### src/rtl/keypad_pkg.sv
// Shared types and constants for the 4x4 keypad matrix scanner.
// Key codes are {row_idx[1:0], col_idx[1:0]}.
package keypad_pkg;

    typedef enum logic [1:0] {
        SCAN     = 2'd0,
        DEBOUNCE = 2'd1,
        HELD     = 2'd2,
        RELEASE  = 2'd3
    } scan_state_t;

    // Vending keypad legend, row-major from the top-left key
    localparam logic [3:0] KEY_SEL_A     = 4'h0;
    localparam logic [3:0] KEY_SEL_B     = 4'h1;
    localparam logic [3:0] KEY_SEL_C     = 4'h2;
    localparam logic [3:0] KEY_SEL_D     = 4'h3;
    localparam logic [3:0] KEY_COIN_MENU = 4'hD;
    localparam logic [3:0] KEY_CANCEL    = 4'hE;
    localparam logic [3:0] KEY_CONFIRM   = 4'hF;

    localparam logic [3:0] COL_DRIVE [0:3] = '{4'b1110, 4'b1101, 4'b1011, 4'b0111};

    function automatic logic [1:0] lowest_low_row(input logic [3:0] rows);
        logic [1:0] idx;
        idx = 2'd0;
        if (!rows[0])      idx = 2'd0;
        else if (!rows[1]) idx = 2'd1;
        else if (!rows[2]) idx = 2'd2;
        else if (!rows[3]) idx = 2'd3;
        return idx;
    endfunction

endpackage

### src/rtl/keypad_matrix_scanner_if.sv
// Keypad matrix and key-event bundle between the scanner (master) and its
// consumer / matrix model (slave).
interface keypad_matrix_scanner_if;

    logic [3:0] row_in;
    logic [3:0] col_out;
    logic       key_valid;
    logic [3:0] key_code;
    logic       key_held;

    modport master (
        input  row_in,
        output col_out,
        output key_valid,
        output key_code,
        output key_held
    );

    modport slave (
        output row_in,
        input  col_out,
        input  key_valid,
        input  key_code,
        input  key_held
    );

endinterface

### src/rtl/keypad_scan_div.sv
// Column dwell divider: counts 0..SCAN_DIV-1 and flags the last cycle of
// each dwell as the scan tick.
module keypad_scan_div #(
    parameter int SCAN_DIV = 25000
) (
    input  logic clk,
    input  logic rst_n,
    output logic tick
);

    localparam int W = (SCAN_DIV > 1) ? $clog2(SCAN_DIV) : 1;
    localparam logic [W-1:0] LAST = W'(SCAN_DIV - 1);

    logic [W-1:0] count;

    assign tick = (count == LAST);

    always_ff @(posedge clk or negedge rst_n) begin
        if (!rst_n) begin
            count <= '0;
        end else if (tick) begin
            count <= '0;
        end else begin
            count <= count + W'(1);
        end
    end

endmodule

### src/rtl/keypad_matrix_scanner.sv
// 4x4 active-low keypad scanner with tick-based debounce of press and release.
// Optional auto-repeat while a key is held: define KEYPAD_REPEAT_EN.
//
// state    | meaning
// SCAN     | walking the columns, waiting for any low row
// DEBOUNCE | column frozen, counting ticks the latched row stays the lowest low
// HELD     | key accepted, waiting for the latched row to go high
// RELEASE  | counting ticks the latched row stays high
module keypad_matrix_scanner
    import keypad_pkg::*;
#(
    parameter int SCAN_DIV       = 25000,
    parameter int DEBOUNCE_SCANS = 4,
    parameter int REPEAT_DELAY   = 200,
    parameter int REPEAT_RATE    = 50
) (
    input  logic                    clk,
    input  logic                    rst_n,
    keypad_matrix_scanner_if.master kp
);

    localparam int CW = $clog2(DEBOUNCE_SCANS + 1);
    localparam logic [CW-1:0] DEB_LAST = CW'(DEBOUNCE_SCANS);

    if (SCAN_DIV < 1 || DEBOUNCE_SCANS < 1 || REPEAT_DELAY < 1 || REPEAT_RATE < 1) begin : g_param_check
        $error("keypad_matrix_scanner: all timing parameters must be at least 1");
    end

    scan_state_t   state, state_next;
    logic [1:0]    col_idx, col_next;
    logic [1:0]    row_idx, row_next;
    logic [CW-1:0] count, count_next, count_inc;
    logic [3:0]    code_reg, code_next;
    logic          valid_pulse, valid_next;
    logic          held_flag, held_next;
    logic [3:0]    row_meta, row_sync;
    logic          tick;
    logic          any_low, latched_low;
    logic [1:0]    low_row;
    logic          accept, release_done;

`ifdef KEYPAD_REPEAT_EN
    localparam int RMAX = (REPEAT_DELAY > REPEAT_RATE) ? REPEAT_DELAY : REPEAT_RATE;
    localparam int RW   = $clog2(RMAX + 1);
    localparam logic [RW-1:0] DELAY_LAST = RW'(REPEAT_DELAY);
    localparam logic [RW-1:0] RATE_LAST  = RW'(REPEAT_RATE);

    logic [RW-1:0] rep_cnt, rep_cnt_next, rep_inc;
    logic          rep_armed, rep_armed_next;

    assign rep_inc = rep_cnt + RW'(1);
`endif

    keypad_scan_div #(
        .SCAN_DIV (SCAN_DIV)
    ) u_scan_div (
        .clk   (clk),
        .rst_n (rst_n),
        .tick  (tick)
    );

    // Rows idle high through the pull-ups, so the synchronizer resets to "no key"
    always_ff @(posedge clk or negedge rst_n) begin
        if (!rst_n) begin
            row_meta <= 4'hF;
            row_sync <= 4'hF;
        end else begin
            row_meta <= kp.row_in;
            row_sync <= row_meta;
        end
    end

    assign any_low     = (row_sync != 4'hF);
    assign low_row     = lowest_low_row(row_sync);
    assign latched_low = !row_sync[row_idx];
    assign count_inc   = count + CW'(1);

    always_comb begin
        state_next   = state;
        col_next     = col_idx;
        row_next     = row_idx;
        count_next   = count;
        code_next    = code_reg;
        valid_next   = 1'b0;
        held_next    = held_flag;
        accept       = 1'b0;
        release_done = 1'b0;
`ifdef KEYPAD_REPEAT_EN
        rep_cnt_next   = rep_cnt;
        rep_armed_next = rep_armed;
`endif
        if (tick) begin
            case (state)
                SCAN: begin
                    if (any_low) begin
                        row_next   = low_row;
                        count_next = CW'(1);
                        if (DEBOUNCE_SCANS == 1) begin
                            accept = 1'b1;
                        end else begin
                            state_next = DEBOUNCE;
                        end
                    end else begin
                        col_next = col_idx + 2'd1;
                    end
                end
                DEBOUNCE: begin
                    if (latched_low && (low_row == row_idx)) begin
                        count_next = count_inc;
                        if (count_inc == DEB_LAST) begin
                            accept = 1'b1;
                        end
                    end else begin
                        state_next = SCAN;
                    end
                end
                HELD: begin
                    if (!latched_low) begin
                        count_next = CW'(1);
                        if (DEBOUNCE_SCANS == 1) begin
                            release_done = 1'b1;
                        end else begin
                            state_next = RELEASE;
                        end
                    end
`ifdef KEYPAD_REPEAT_EN
                    else if (rep_inc == (rep_armed ? RATE_LAST : DELAY_LAST)) begin
                        valid_next     = 1'b1;
                        rep_cnt_next   = '0;
                        rep_armed_next = 1'b1;
                    end else begin
                        rep_cnt_next = rep_inc;
                    end
`endif
                end
                RELEASE: begin
                    if (latched_low) begin
                        state_next = HELD;
                    end else if (count_inc == DEB_LAST) begin
                        release_done = 1'b1;
                    end else begin
                        count_next = count_inc;
                    end
                end
                default: state_next = SCAN;
            endcase
        end

        if (accept) begin
            state_next = HELD;
            code_next  = {row_next, col_idx};
            valid_next = 1'b1;
            held_next  = 1'b1;
`ifdef KEYPAD_REPEAT_EN
            rep_cnt_next   = '0;
            rep_armed_next = 1'b0;
`endif
        end

        // Resume scanning at the next column so a stuck key cannot monopolise the scan
        if (release_done) begin
            state_next = SCAN;
            held_next  = 1'b0;
            col_next   = col_idx + 2'd1;
            count_next = '0;
        end
    end

    always_ff @(posedge clk or negedge rst_n) begin
        if (!rst_n) begin
            state       <= SCAN;
            col_idx     <= 2'd0;
            row_idx     <= 2'd0;
            count       <= '0;
            code_reg    <= 4'h0;
            valid_pulse <= 1'b0;
            held_flag   <= 1'b0;
`ifdef KEYPAD_REPEAT_EN
            rep_cnt     <= '0;
            rep_armed   <= 1'b0;
`endif
        end else begin
            state       <= state_next;
            col_idx     <= col_next;
            row_idx     <= row_next;
            count       <= count_next;
            code_reg    <= code_next;
            valid_pulse <= valid_next;
            held_flag   <= held_next;
`ifdef KEYPAD_REPEAT_EN
            rep_cnt     <= rep_cnt_next;
            rep_armed   <= rep_armed_next;
`endif
        end
    end

    assign kp.col_out   = COL_DRIVE[col_idx];
    assign kp.key_valid = valid_pulse;
    assign kp.key_code  = code_reg;
    assign kp.key_held  = held_flag;

endmodule
### src/flat_wrapper.sv
// flat-port wrapper written by rule: the top's interface ports become plain ports
module keypad_matrix_scanner_flat import keypad_pkg::*;
#(
    parameter int SCAN_DIV       = 25000,
    parameter int DEBOUNCE_SCANS = 4,
    parameter int REPEAT_DELAY   = 200,
    parameter int REPEAT_RATE    = 50
)
  (clk, rst_n, kp_row_in, kp_col_out, kp_key_valid, kp_key_code, kp_key_held);
  keypad_matrix_scanner_if kp_i ();
  input  logic clk;
  input  logic rst_n;
  input wire logic [$bits(kp_i.row_in)-1:0] kp_row_in;
  output wire logic [$bits(kp_i.col_out)-1:0] kp_col_out;
  output wire logic [$bits(kp_i.key_valid)-1:0] kp_key_valid;
  output wire logic [$bits(kp_i.key_code)-1:0] kp_key_code;
  output wire logic [$bits(kp_i.key_held)-1:0] kp_key_held;
  assign kp_i.row_in = kp_row_in;
  assign kp_col_out = kp_i.col_out;
  assign kp_key_valid = kp_i.key_valid;
  assign kp_key_code = kp_i.key_code;
  assign kp_key_held = kp_i.key_held;
  keypad_matrix_scanner #(.SCAN_DIV(SCAN_DIV), .DEBOUNCE_SCANS(DEBOUNCE_SCANS), .REPEAT_DELAY(REPEAT_DELAY), .REPEAT_RATE(REPEAT_RATE)) u_core (.clk(clk), .rst_n(rst_n), .kp(kp_i));
endmodule
### config.mk
export PLATFORM = sky130hd
export DESIGN_NAME = keypad_matrix_scanner_flat
export DESIGN_NICKNAME = d
export VERILOG_FILES = /design/src/rtl/keypad_pkg.sv /design/src/rtl/keypad_matrix_scanner_if.sv /design/src/rtl/keypad_scan_div.sv /design/src/rtl/keypad_matrix_scanner.sv /design/src/flat_wrapper.sv
export SDC_FILE = /design/constraint.sdc
export NUM_CORES = 1
export LEC_CHECK = 0
export CAP_MARGIN = 20
export CORE_MARGIN = 3
export CORE_UTILIZATION = 40
export CTS_CLUSTER_DIAMETER = 150
export DETAILED_ROUTE_END_ITERATION = 10
export HOLD_SLACK_MARGIN = 0.15
export PLACE_DENSITY = 0.57
export SETUP_SLACK_MARGIN = 0.1
export SLEW_MARGIN = 15
export SYNTH_ARGS = -nofsm -noshare
export SYNTH_HDL_FRONTEND = slang
export SYNTH_HIERARCHICAL = 1
export SYNTH_SLANG_ARGS = --single-unit
### constraint.sdc
create_clock -name clk -period 2.4 [get_ports clk]
set_input_delay 0.48 -clock clk [delete_from_list [all_inputs] [get_ports clk]]
set_output_delay 0.48 -clock clk [all_outputs]
set_load 0.05 [all_outputs]
# == Word level (Yosys, flattened, before mapping) ==
# Cells that the tools add are included.
# word_totals
elab_cells,86
ff_bits,38
inputBits,6
output_inout_bits,10
# classes
n_eq_ne,17
n_reduce_logical,10
n_addsub,3
n_bitwise,1
order_cmp,2
mux,43
# ops
operator,count
$mux W2,18
$mux W3,7
$add A15 B1 Y15 const B,1
$eq A15 B15 Y1 const B,1
$mux W15,1
$ne A3 B1 Y1 const B,4
$pmux W3 S4,1
$mux W1,11
$bmux W4 S2,1
$mux W4,2
$ne A4 B1 Y1 const B,2
$ne A4 B2 Y1 const B,2
$pmux W2 S4,1
$reduce_and A6 Y1,1
$reduce_bool A2 Y1,3
$reduce_and A5 Y1,1
$eq A2 B2 Y1 const B,2
$ne A4 B4 Y1 const B,1
$add A3 B1 Y3 const B,1
$eq A3 B3 Y1 const B,1
$ge A3 B3 Y1 const B,1
$lt A2 B3 Y1 const B,1
$ne A3 B2 Y1 const B,1
$not A2 Y3,1
other kinds (10),10

# == Logic depth before layout (Yosys ltp) ==
# logic_depth
word_depth,11
depth_mapped,9
depth_no_buf,8

# == Hierarchy ==
# Netlist, hierarchy kept.
# by_module_without_submodules
module,cells_per_inst,n_inst,seq_area_each_um2,area_per_inst_um2
keypad_matrix_scanner,113,1,585.6,1286.2
keypad_scan_div,75,1,375.4,784.5

# == Worst setup path before layout ==
# OpenSTA, ideal clock, no wires.
# synth_path
kind,reg2reg
from,register u_core.u_scan_div.count[0]
to,register u_core.code_reg[0] (netlist: u_core/kp.key_code[0])
arrival_ps,2283
setup_time_ps,125
synth_period_minus_slack_ps,2408
path_buffers,2
required_time_ps,2275
stages_incl_launch_ff,10
path_slack_ps,-8
cell_sequence,dfrtp_1 > ha_1 > clkbuf_1 > nand3_1 > nor4_4 > nand2_1 > a31oi_1 > and2_1 > buf_6 > mux2_4
# synth_via
elab_chain_len,2
# synth_lines
item,line_no,text
from (decl),keypad_scan_div.sv:14,logic [W-1:0] count;
from (signal assigned),keypad_scan_div.sv:24,count <= count + W'(1);
$eq A15 B15 Y1,keypad_scan_div.sv:16,assign tick = (count == LAST);
named net u_core.tick,keypad_matrix_scanner.sv:37,logic tick;
$mux W1,keypad_matrix_scanner.sv:92,if (tick) begin
named net u_core.accept,keypad_matrix_scanner.sv:40,"logic accept, release_done;"
to (signal assigned),keypad_matrix_scanner.sv:187,code_reg <= code_next;
to (decl),keypad_matrix_scanner.sv:33,"logic [3:0] code_reg, code_next;"
# The timed path passes the listed nets, and every way through them passes these cells.
# A chain may end at the register's enable or synchronous reset.

# == Worst setup path after layout ==
# layout_path
from,register u_core.u_scan_div.count[11]
to,register u_core.col_idx[1]
# layout_via
elab_chain_len,4
elab_cells_between_ends,7
classes_between,eq/ne (2); mux (2); reduce/logical (3)
# layout_lines
item,line_no,text
$eq A15 B15 Y1 (*),keypad_scan_div.sv:16,
named net u_core.tick,keypad_matrix_scanner.sv:37,
$mux W1,keypad_matrix_scanner.sv:92,
$ne A2 B2 Y1 (no line) / $reduce_bool A2 Y1 (equally long branches),n/a,
$reduce_and A3 Y1 (no line),n/a,
to (signal assigned),keypad_matrix_scanner.sv:184,col_idx <= col_next;
to (decl),keypad_matrix_scanner.sv:30,"logic [1:0] col_idx, col_next;"
# Mark *: on every way through the listed nets, which the timed path passes. The rest lies on a longest branch.

==> impl_metrics.env <==
export IMPL_outcome="finished clean"
export IMPL_path_class="flop to flop"
export IMPL_drive_gt1_share_pct=22.27
export IMPL_syn_cell_area_sq_um=2071
export IMPL_die_width_um=77.95
export IMPL_clock_sinks=38
export IMPL_hold_violations=0
export IMPL_synth_top_family_by_area="simple AND/OR/NAND/NOR gates"
export IMPL_antenna_found_initial=0
export IMPL_syn2layout_area_growth_pct=18.37
export IMPL_core_area_sq_um=4848
export IMPL_ys_types=52
export IMPL_max_slew_worst_pin_slew_ps=848.9
export IMPL_drv_cap=0
export IMPL_power_density_nw_per_um2=547.3
export IMPL_syn_nets=201
export IMPL_synth_avg_cell_area_sq_um=11.01
export IMPL_num_io_pins=16
export IMPL_fillCellCount=448
export IMPL_ys_ff_latch=38
export IMPL_layout_common_cells="dfrtp_1 (30), nand2_1 (18), clkdlybuf4s50_1 (10)"
export IMPL_cts_tree="yes"
export IMPL_die_height_um=77.95
export IMPL_fin_setup_tns_ps=0
export IMPL_grt_overflow=0
export IMPL_min_path_type="input pin to asynchronous set/reset pin"
export IMPL_max_freq_mhz=450.6
export IMPL_clkLatencyLatePin_ps=290
export IMPL_crit_chain="or4b_4 -> nor4_4 -> buf_6 -> and3_1 -> nand3_4 -> o21a_4 -> mux2_4"
export IMPL_fp_row_count=25
export IMPL_crit_buf_inv=1
export IMPL_first_pass_iters=4
export IMPL_clkPwrFrac_pct=48.5
export IMPL_max_stage_delay_ps=550
export IMPL_worstSetupStartpoint="u_core/u_scan_div/count[11]$_DFF_PN0_"
export IMPL_rsz0062_at_grt="yes"
export IMPL_initial_utilization_pct=42.71
export IMPL_finClkSkew_ps=6.846
export IMPL_netlist_instances=188
export IMPL_p_int_w=0.001080
export IMPL_r2r_start="u_core/u_scan_div/count[11]$_DFF_PN0_"
export IMPL_synth_edff_count=0
export IMPL_yosys_area_share_simple_pct=21.75
export IMPL_yosysWarnings=6
export IMPL_synth_compound_area_share_pct=12.21
export IMPL_cp_top_family="simple AND/OR/NAND/NOR gates"
export IMPL_endpoint_kind="flop"
export IMPL_synth_adder_area_share_pct=4.230
export IMPL_fin_util_pct=50.55
export IMPL_synth_xor_area_share_pct=3.807
export IMPL_whs_ps=292.8
export IMPL_dp_hpwl_um=2919
export IMPL_drt_wl_total_um=4090
export IMPL_sw_frac_of_total_pct=19.46
export IMPL_synthFlopType="dfrtp_1"
export IMPL_setup_viol=0
export IMPL_htreeDepth=2
export IMPL_grt_pass1_vias=1473
export IMPL_wl_per_cell_um=14.71
export IMPL_async_flop_share_pct=100.0
export IMPL_grt_start_max_net_pins=39
export IMPL_routed_via_density=5.428
export IMPL_cp_slowest_cell="or4b_4"
export IMPL_nNetsFinal=223
export IMPL_peakVddDrop_mv=0.3098
export IMPL_crit_arrival_ps=2390
export IMPL_grt_pass1_wl_um=7113
export IMPL_p_switching_w=0.0002611
export IMPL_ant_nets=0
export IMPL_place_gp_congestion=0.9068
export IMPL_cts_made_buffers=5
export IMPL_period_share_pct=92.47
export IMPL_cts_root_buf="clkbuf_8"
export IMPL_cellLeakagePower_nw=1.030
export IMPL_route_detailed_drc=0
export IMPL_period_needed_ps=2219
export IMPL_synth_mux_area_share_pct=6.767
export IMPL_io_buffers=15
export IMPL_final_max_slew_viol_count=0
export IMPL_pwr_share_seq_pct=49.2
export IMPL_clock_path_buffers=2
export IMPL_vias=1509
export IMPL_clk_pin_slew_worst_paths_ps=80
export IMPL_combPwrFrac_pct=2.3
export IMPL_slew_headroom_pct=43.40
export IMPL_yosysSeqAreaShare_pct=46.40
export IMPL_first_iter_violations=83
export IMPL_worstPathMaxFanout=6
export IMPL_ctsHoldBuffers=0
export IMPL_cp_required_ps=2570
export IMPL_die_area_sq_um=6076
export IMPL_critPathLaunchType="flop"
export IMPL_mostFrequentLayoutCell="dfrtp_1"
export IMPL_grt_total_usage_pct=14.70
export IMPL_antenna_cells=0
power groups by stage:
stage                logic, W  clock network (W)  registers (W)
detailed placement  0.0000319                  0       0.000672
global route        0.0000352           0.000692       0.000662
CTS                 0.0000321           0.000666       0.000660
floorplan           0.0000141                  0       0.000667
finish              0.0000306           0.000651       0.000660
global placement    0.0000309                  0       0.000672
routing by layer:
| layer | up-vias | GRT usage, % | routed length (um) |
|---|---|---|---|
| li1 | 724 | - | - |
| met1 | 755 | 20.35 | 1996 |
| met2 | 26 | 22.86 | 1936 |
| met3 | 4 | 3.132 | 123 |
| met4 | 0 | 4.895 | 34 |
| met5 | - | 0 | 0 |
final timing paths:
path                                                        endpoint  slack [ps]  cells after the start
worst max-delay path                   u_core/col_idx[1]$_DFFE_PN0P_         180                      7
worst min-delay path            u_core/u_scan_div/count[9]$_DFF_PN0_         290                      1
worst max register to register         u_core/col_idx[1]$_DFFE_PN0P_         180                      7
worst min register to register          u_core/row_sync[0]$_DFF_PN1_         360                      0
max in group asynchronous              u_core/col_idx[1]$_DFFE_PN0P_        1570                      1
min in group clk                        u_core/row_sync[0]$_DFF_PN1_         360                      0
stage by stage:
stage	cells	setup slack [ps]	power (W)	area (sq um)
after floorplan	188	86.05	0.0006813	2081
after global placement	268	135.5	0.0007026	2293
after detailed placement	268	100.5	0.0007043	2293
after CTS	276	92.26	0.001359	2429
after global routing	278	74.57	0.001389	2451
final	278	180.6	0.001342	2451
kinds of logic after synthesis:
group / Yosys count
flops: 38
mux: 10
simple gates: 72
compound gates: 33
xor+xnor: 9
buf+inv: 19
fa+ha+maj: 7
worst reg2reg max path, delay by kind of cell, from the launching register on:
family | cells | cell delay (ps)
AO/OA/AOI/OAI | 1 | 170
buffers and inverters | 1 | 150
flip-flops | 1 | 420
multiplexers | 1 | 290
AND/OR/NAND/NOR | 4 | 1080
registers in the layout, indices dropped and copies added, names as in the netlist:
signal,flops
u_core/col_idx,2
u_core/count,3
u_core/kp.key_code,4
u_core/kp.key_held,1
u_core/kp.key_valid,1
u_core/row_idx,2
u_core/row_meta,4
u_core/row_sync,4
u_core/state,2
u_core/u_scan_div/count,15
synthesized netlist by cell type (all sizes together), types with 3 or more instances:
cell	n	area, sq um
or3	3	18.77
dfrtp	30	750.7
nand3	10	62.56
xor2	7	61.31
dfstp	8	210.2
inv	9	33.78
nand4	5	37.53
ha	7	87.58
buf	8	57.55
a31oi	5	31.28
nand2	18	67.56
mux2	7	97.59
a21oi	8	43.79
nor2	8	30.03
nor4	7	58.81
o211ai	3	32.53
o21a	4	37.53
a21o	3	22.52
nor3	4	20.02
o21ai	3	15.01
timing repair:
action / 4_1_cts / 5_1_grt
setup endpoints to repair: 6 / 9
setup buffers: 0 / 2
gates resized for setup: 4 / 3
hold endpoints to repair: 0 / 0
pin swaps: 0 / 0
area by class of cell:
cell class	instances	area, sq um	share of cell area (%)
Clock buffer	5	68.82	2.808
Clock inverter	3	68.82	2.808
Inverter	9	33.78	1.378
Multi-Input combinational cell	131	1012	41.30
Sequential cell	38	960.9	39.20
Tap cell	67	83.83	3.420
Timing Repair Buffer	25	222.7	9.086
Power figures use the tool's default switching activity.
